<file path="config.mk">
export PLATFORM = sky130hd
export DESIGN_NAME = apb_master
export DESIGN_NICKNAME = d
export VERILOG_FILES = /design/src/rtl/apb_master.sv
export SDC_FILE = /design/constraint.sdc
export NUM_CORES = 1
export LEC_CHECK = 0
export BUFFER_PORTS_ARGS = -buffer_cell sky130_fd_sc_hd__buf_2
export CORE_ASPECT_RATIO = 1.75
export CORE_MARGIN = 2
export CORE_UTILIZATION = 40
export DETAILED_ROUTE_END_ITERATION = 16
export PLACE_DENSITY = 0.71
export SYNTH_ARGS = -nofsm -noshare
export SYNTH_HDL_FRONTEND = slang
export SYNTH_SLANG_ARGS = --single-unit
</file>
<file path="constraint.sdc">
create_clock -name pclk -period 1.76 [get_ports pclk]
set_clock_uncertainty 0.2 [all_clocks]
set_input_delay 0 -clock pclk [delete_from_list [all_inputs] [get_ports pclk]]
set_output_delay 0 -clock pclk [all_outputs]
set_load 0.05 [all_outputs]
</file>
<file path="src/rtl/apb_master.sv">
// apb_master: single-command APB requester for two 8-bit memory slaves, slave picked by req_addr[8].
// Completion is either the selected slave's pready or a TIMEOUT-cycle abort of the ACCESS phase.
module apb_master #(
    parameter int TIMEOUT = 16
) (
    input  logic       pclk,
    input  logic       preset,
    input  logic       transfer,
    input  logic       req_write,
    input  logic [8:0] req_addr,
    input  logic [7:0] req_wdata,
    output logic       req_ready,
    output logic       rsp_valid,
    output logic [7:0] rsp_rdata,
    output logic       rsp_err,
    output logic       psel1,
    output logic       psel2,
    output logic       penable,
    output logic       pwrite,
    output logic [7:0] paddr,
    output logic [7:0] pwdata,
    input  logic       pready1,
    input  logic       pready2,
    input  logic [7:0] prdata1,
    input  logic [7:0] prdata2
);
    localparam int CW = $clog2(TIMEOUT);
    localparam logic [CW-1:0] LAST = CW'(TIMEOUT - 1);

    typedef enum logic [1:0] {IDLE, SETUP, ACCESS} state_t;

    state_t state, state_nx;
    logic          live;
    logic          sel;
    logic [CW-1:0] cnt;
    logic          accept;
    logic          ready_sel;
    logic [7:0]    rdata_sel;
    logic          done_ok;
    logic          done_to;

    // live keeps req_ready low until the first edge after reset release
    assign req_ready = live && state == IDLE;
    assign accept    = req_ready && transfer;
    assign ready_sel = sel ? pready2 : pready1;
    assign rdata_sel = sel ? prdata2 : prdata1;
    assign psel1     = state != IDLE && !sel;
    assign psel2     = state != IDLE && sel;
    assign penable   = state == ACCESS;

    always_ff @(posedge pclk or negedge preset) begin
        if (!preset)
            state <= IDLE;
        else
            state <= state_nx;
    end

    always_comb begin
        state_nx = state;
        done_ok  = 1'b0;
        done_to  = 1'b0;
        case (state)
            IDLE:    state_nx = accept ? SETUP : IDLE;
            SETUP:   state_nx = ACCESS;
            ACCESS: begin
                done_ok  = ready_sel;
                done_to  = !ready_sel && cnt == LAST;
                state_nx = (done_ok || done_to) ? IDLE : ACCESS;
            end
            default: state_nx = IDLE;
        endcase
    end

    always_ff @(posedge pclk or negedge preset) begin
        if (!preset) begin
            live      <= 1'b0;
            sel       <= 1'b0;
            pwrite    <= 1'b0;
            paddr     <= '0;
            pwdata    <= '0;
            cnt       <= '0;
            rsp_valid <= 1'b0;
            rsp_rdata <= '0;
            rsp_err   <= 1'b0;
        end else begin
            live      <= 1'b1;
            rsp_valid <= done_ok || done_to;
            cnt       <= state == ACCESS ? cnt + 1'b1 : '0;
            if (accept) begin
                sel    <= req_addr[8];
                paddr  <= req_addr[7:0];
                pwrite <= req_write;
                pwdata <= req_wdata;
            end
            if (done_ok || done_to) begin
                rsp_rdata <= (done_ok && !pwrite) ? rdata_sel : 8'h00;
                rsp_err   <= done_to;
            end
        end
    end
endmodule

</file>
==> impl_results.md, run 1 <==
* CP max stage cell: dlygate4sd3_1
* Primary FF master, synth: dfrtp_1
* Nets at 253
* Mapped Area at 1479 um2
* Cells along the critical path: buf_6 -> mux2i_1 -> dlygate4sd3_1 -> o2bb2ai_1
* Synth Instances at 97
* CTS tree: done
* Post-detail-place hpwl at approximately 2.4 mm
* Fill count at 250
* Synth top area cells: dfrtp_1, mux2_4, mux2_2, mux2i_1, o2bb2ai_1
* Max FO, Critical Path at 10
* Tcrit/Tclk final at approximately 96%
* Largest net degree at the start of global routing at 36
* ANT nets after route at 0
* DR pass1 iterations at 4
* Crit path buf inv count at 2
* Yosys warns at 0
* Mapped Avg Cell Area at 15.25 um2
* # DRC at 0
* Async S/R FF share, synth at 100.0%
* CP peak stage delay at approximately 0.57 ns
* Status: finished clean
* Count leader, synth: dfrtp_1
* Top cells by count, synth: dfrtp_1, mux2_2, mux2_4
* Vias in the first global route at ~1400
* Die Span Y at about 84 um
* Critical path class: reg2reg
* FP Rows at 29
* Vias per cell at 4.665
* Number of diodes at 0
* First-pass GRT wire length at 6.196 mm
* Die ar. at 4219 um2
* Cell family with most CP delay: buffers and inverters
* Reg clk slew, reported paths at 0.06 ns
* CTS Buf Count at 5
* Static Leak at about 1.2 nW
* Depth of the CTS H-tree at 2
* CTS Buffer Depth at 2
* Post-route insts no fill at between 200 and 300
* Tot Pwr at 0.003671 W
* VDD IR-drop max at about 1.3 mV
* RePlAce Congestion at 0.6761
* Global route total overflow at 0
* Power per cell area at 1541 nW/um2
* GRT Total Usage at 19.36%
* Clock Latency Late Sink at 0.28 ns
* Dpl cells at 210
* Final setup viols at 0
* Final Max Slew Viols at 0
* Post-route minimum period at 1.691 ns
* Crit path required time at ~1.7 ns
* Least-Margin Pin Slew at 0.7509 ns
* Top-area cell type share of the netlist area at about three fifths
* Starting density of the core at between 40% and 50%
* Port bufs at 69
* Seq/Total Area, Yosys at 59.22%
* CTS root buffer: clkbuf_8
* Synth cell types at 28
* Via Count at 1213
* F_max at 591.5 MHz
* Syn_nets at 137
* Setup crit start kind: flop
* WL/cell at 14.33 um
* EDFF count, synth at 0
* Drt total wl at 3.726 mm
* Max-cap violation count at 0
* Io pins at 70
* Seq cells post-synth at 35
* Setup TNS Final at 0 ns
* Max transition margin at 49.94%
* CP Capture Type: flop
* Initial antenna violation count at 0
* Final hold vios at 0
* Fin area at 2382 um2
* Total clock sinks at 35
* HP Class: in2reg
* Area grow syn2layout at 61.08%
* Fraction of layout cells with a size suffix above 1 at between 50% and 60%
* Arr. time, crit path at 1.65 ns
* Die X at roughly 50 um
* Core area at 3592 um2
* Yosys top cell by area: dfrtp_1
* Placed cell areas at roughly 1900 um2
* DRT iter0 DRCs at 13
## registers in the layout, indices dropped and copies added, names as in the netlist
register / count
rsp_err: 1
cnt: 4
rsp_valid: 1
paddr: 8
pwdata: 8
pwrite: 1
sel: 1
live: 1
state: 2
rsp_rdata: 8
## cell type report
type | count | area [um2] | area share, %
Inverter | 2 | 8.758 | 0.3676
Multi-Input combinational cell | 57 | 558.0 | 23.42
Sequential cell | 35 | 875.8 | 36.76
Clock buffer | 8 | 100.1 | 4.202
Tap cell | 46 | 57.56 | 2.416
Timing Repair Buffer | 112 | 782.0 | 32.83
## cells by family (layout without fill, tap and decap cells)
logic type               after synthesis  count (layout)  synth area share, %
buffers and inverters                  5             122                3.045
multiplexers                          27              27                22.17
AND/OR/NAND/NOR                       14              14                6.261
AO/OA/AOI/OAI                         12              12                7.023
XOR/XNOR                               2               2                1.185
other                                  1               1               0.2536
flip-flops                            35              35                59.22
adder cells (fa/ha/maj)                1               1               0.8459
## where the power goes
part           internal (W)  leakage (nW)  switching (W)  total [W]
logic              0.000617         0.732        0.00123    0.00185
registers           0.00105         0.436       0.000145    0.00120
clock network      0.000357        0.0515       0.000265   0.000622
## per-layer routing
layer,vias up,wire length [um],share of wire (%),GRT usage (%)
met5,-,0,0,0
met4,0,48,1.3,6.061
met3,7,210,5.6,4.093
met2,59,2040,55,36.61
met1,572,1428,38,20.71
li1,575,-,-,-
## final timing paths
path                            start           end  slack (ns)  cells after the start
hold reg to reg                cnt[0]        cnt[0]        0.27                      1
hold / removal             prdata2[3]  rsp_rdata[3]        0.05                      4
setup / recovery                  sel  rsp_rdata[0]        0.07                      4
min in group asynchronous      preset      paddr[3]        0.13                      2
max in group asynchronous      preset     pwdata[3]        0.75                      2
setup reg to reg                  sel  rsp_rdata[0]        0.07                      4
## worst reg2reg max path, stage by stage, from the launching register on
cell	delay (ns)
dfrtp_1	0.37
buf_6	0.17
mux2i_1	0.20
dlygate4sd3_1	0.57
o2bb2ai_1	0.06
## placed cells by master (no fill, tap or decap), types with 2 or more instances in the layout
cell           instances
nor2_1                 4
buf_4                  3
dlygate4sd3_1         37
clkbuf_8               7
mux2i_1                8
buf_2                 69
mux2_4                 9
a21oi_1                2
mux2_2                10
dfrtp_1               35
o2bb2ai_1              8
## stage by stage
stage | utilization, % | hold slack, ns | setup slack, ns
2_1_floorplan | - | -0.4956 | 0.1821
4_1_cts | 64.96 | 0.1460 | 0.04720
3_5_place_dp | 51.58 | -0.09035 | 0.07639
6_report | 66.32 | 0.05373 | 0.06937
3_3_place_gp | 51.58 | -0.1137 | 0.1656
5_1_grt | 66.32 | 0.1145 | -0.006679
## what timing repair did
item                                   4_1_cts  5_1_grt
gates resized for setup                      0        2
setup buffers                                0        4
endpoints found under the hold margin       64        0
setup endpoints to repair                    0       14
hold buffers                                38        0
(Power assumes the default switching activity.)
==> inputs of run 2 (changes only) <==
--- a/config.mk
+++ b/config.mk
@@ -8,9 +8,9 @@
 export BUFFER_PORTS_ARGS = -buffer_cell sky130_fd_sc_hd__buf_2
 export CORE_ASPECT_RATIO = 1.75
 export CORE_MARGIN = 2
-export CORE_UTILIZATION = 40
+export CORE_UTILIZATION = 45
 export DETAILED_ROUTE_END_ITERATION = 16
-export PLACE_DENSITY = 0.71
+export PLACE_DENSITY = 0.78
 export SYNTH_ARGS = -nofsm -noshare
 export SYNTH_HDL_FRONTEND = slang
 export SYNTH_SLANG_ARGS = --single-unit
==> run 2 against run 1 <==
Net effect:
- via count up 2.4%
- critical path depth is the same
- setup slack lost 0.014 ns
- sequential share of layout area up 0.57 points
- final cell count decreased by 1.2%
- final area down 1.5%
- highest routed layer unchanged
==> impl_results.md, run 2 (same netlist as run 1, synthesis figures left out) <==
* Status: finished clean
* Final hold vios at 0
* Largest net degree at the start of global routing at 36
* Least-Margin Pin Slew at 0.7421 ns
* CP Capture Type: flop
* Static Leak at 1.194 nW
* CP peak stage delay at 0.58 ns
* Fin area at between 2000 and 2500 um2
* Most frequent cells in the layout: buf_2, dlygate4sd3_1, dfrtp_1
* Max transition margin at 50.52%
* Area of the multi-input gates at 561.8 um2
* Die X at 47.34 um
* HP Class: in2async
* CTS tree: done
* Max FO, Critical Path at 6
* Reg2reg start: sel
* RePlAce Congestion at 0.6904
* Depth of the CTS H-tree at 2
* Highest metal used: met4
* Vias per cell at slightly below 5
* Met2 wire length at 2.289 mm
* Cells along the critical path: buf_6 -> mux2i_1 -> dlygate4sd3_1 -> o2bb2ai_1
* R2R depth at 4
* Fill count at between 200 and 250
* Clock Latency Late Sink at 0.28 ns
* Tot Pwr at 0.003603 W
* First-pass GRT wire length at between 5 and 6 mm
* Area grow syn2layout at 58.63%
* Nets at roughly 250
* Die ar. at 3779 um2
* CP max stage cell: dlygate4sd3_1
* VDD IR-drop max at around 1.2 mV
* Post-route insts no fill at 257
* FP Rows at 27
* Final Max Slew Viols at 0
* F_max at 586.8 MHz
* Placed cell areas at 1857 um2
* ANT nets after route at 0
* Seq. cell area at 875.8 um2
* Critical path class: reg2reg
* Global route total overflow at 0
* Met3 wire length at 258 um
* Die Span Y at 79.84 um
* WL met1 at 1.435 mm
* Arr. time, crit path at about 1.7 ns
* Crit path required time at 1.72 ns
* WL/cell at 15.70 um
* Via Count at 1242
* NetSw at 0.001657 W
* Max-cap violation count at 0
* Combinational share of power at 51.8%
* Final setup viols at 0
* Clk network pwr share at approximately 15%
* Core area at 3142 um2
* Port bufs at 69
* Dpl cells at 208
* Crit Reg-Reg Endpoint: rsp_rdata[3]
* # DRC at 0
* Worst Setup SP: sel
* RSZ-0062 raised after global routing: false
* DR pass1 iterations at 4
* Sequential share of power at about a third
* Number of diodes at 0
* Commonest non-fill, non-tap cell in the layout: buf_2
* Power per cell area at approximately 1500 nW/um2
* DRT iter0 DRCs at 11
* Internal at 0.001947 W
* Fraction of layout cells with a size suffix above 1 at approximately half
* Post-route minimum period at between 1.5 and 2 ns
* Tcrit/Tclk final at 96.84%
* Vias in the first global route at 1343
* FF-to-FF setup slack at 0.06 ns
* Starting density of the core at 47.07%
* CTS root buffer: clkbuf_8
* CTS Buf Count at 5
* Final setup margin at roughly 0.056 ns
* Pre-CTS setup slack at 0.1411 ns
* Setup crit start kind: flop
* Io pins at 70
* Total clock sinks at 35
* Initial antenna violation count at 0
* Drt total wl at 4.036 mm
* CTS Buffer Depth at 2
* Reg clk slew, reported paths at 0.06 ns
* Sw Ratio at 45.97%
* Biggest regs: paddr (8), pwdata (8), rsp_rdata (8)
* Post-detail-place hpwl at 2.238 mm
* GRT Total Usage at 22.74%
* Setup TNS Final at 0 ns
[run 2: layout make-up]
| type | count | share of cell area, % |
|---|---|---|
| Clock buffer | 7 | 3.253 |
| Tap cell | 43 | 2.293 |
| Timing Repair Buffer | 112 | 32.59 |
| Multi-Input combinational cell | 57 | 23.95 |
| Clock inverter | 1 | 0.2133 |
| Sequential cell | 35 | 37.33 |
| Inverter | 2 | 0.3733 |
[run 2: layer usage]
metal	global-route usage [%]	vias to the layer above
met2	40.00	66
met3	7.240	8
met4	10.28	0
met1	22.47	594
li1	-	574
met5	0	-
[run 2: worst max path at each step]
stage	end	slack (ns)	depth (start not counted)
floorplan	paddr[0]	0.18	5
global placement	pwdata[2]	0.19	3
detailed placement	pwdata[7]	0.14	3
CTS	rsp_rdata[4]	0.05	4
global route	rsp_rdata[4]	0.01	4
finish	rsp_rdata[3]	0.06	4
[run 2: power groups by stage]
stage	Sequential [W]	Clock [W]	Combinational [W]
after floorplan	0.00200	0	0.000508
after global placement	0.00119	0	0.00168
after detailed placement	0.00120	0	0.00171
after CTS	0.00119	0.000557	0.00181
after global routing	0.00123	0.000584	0.00195
final	0.00120	0.000535	0.00187
[run 2: what timing repair did]
item / CTS / global route
setup buffers: 0 / 2
endpoints found under the setup margin: 0 / 6
hold buffers: 38 / 1
endpoints found under the hold margin: 65 / 1
resized for setup: 0 / 2
[run 2: stage by stage]
stage	hold WS, ns	utilization [%]
2_1_floorplan	-0.4956	-
3_3_place_gp	-0.1058	59.10
3_5_place_dp	-0.09182	59.10
4_1_cts	0.1403	73.80
5_1_grt	0.2061	74.67
6_report	0.1271	74.67
[run 2: critical path, delay by kind of cell (launching register included)]
| family | cells | cell delay (ns) |
|---|---|---|
| compound gates | 1 | 0.06 |
| buf+inv | 2 | 0.74 |
| flops | 1 | 0.39 |
| mux | 1 | 0.21 |
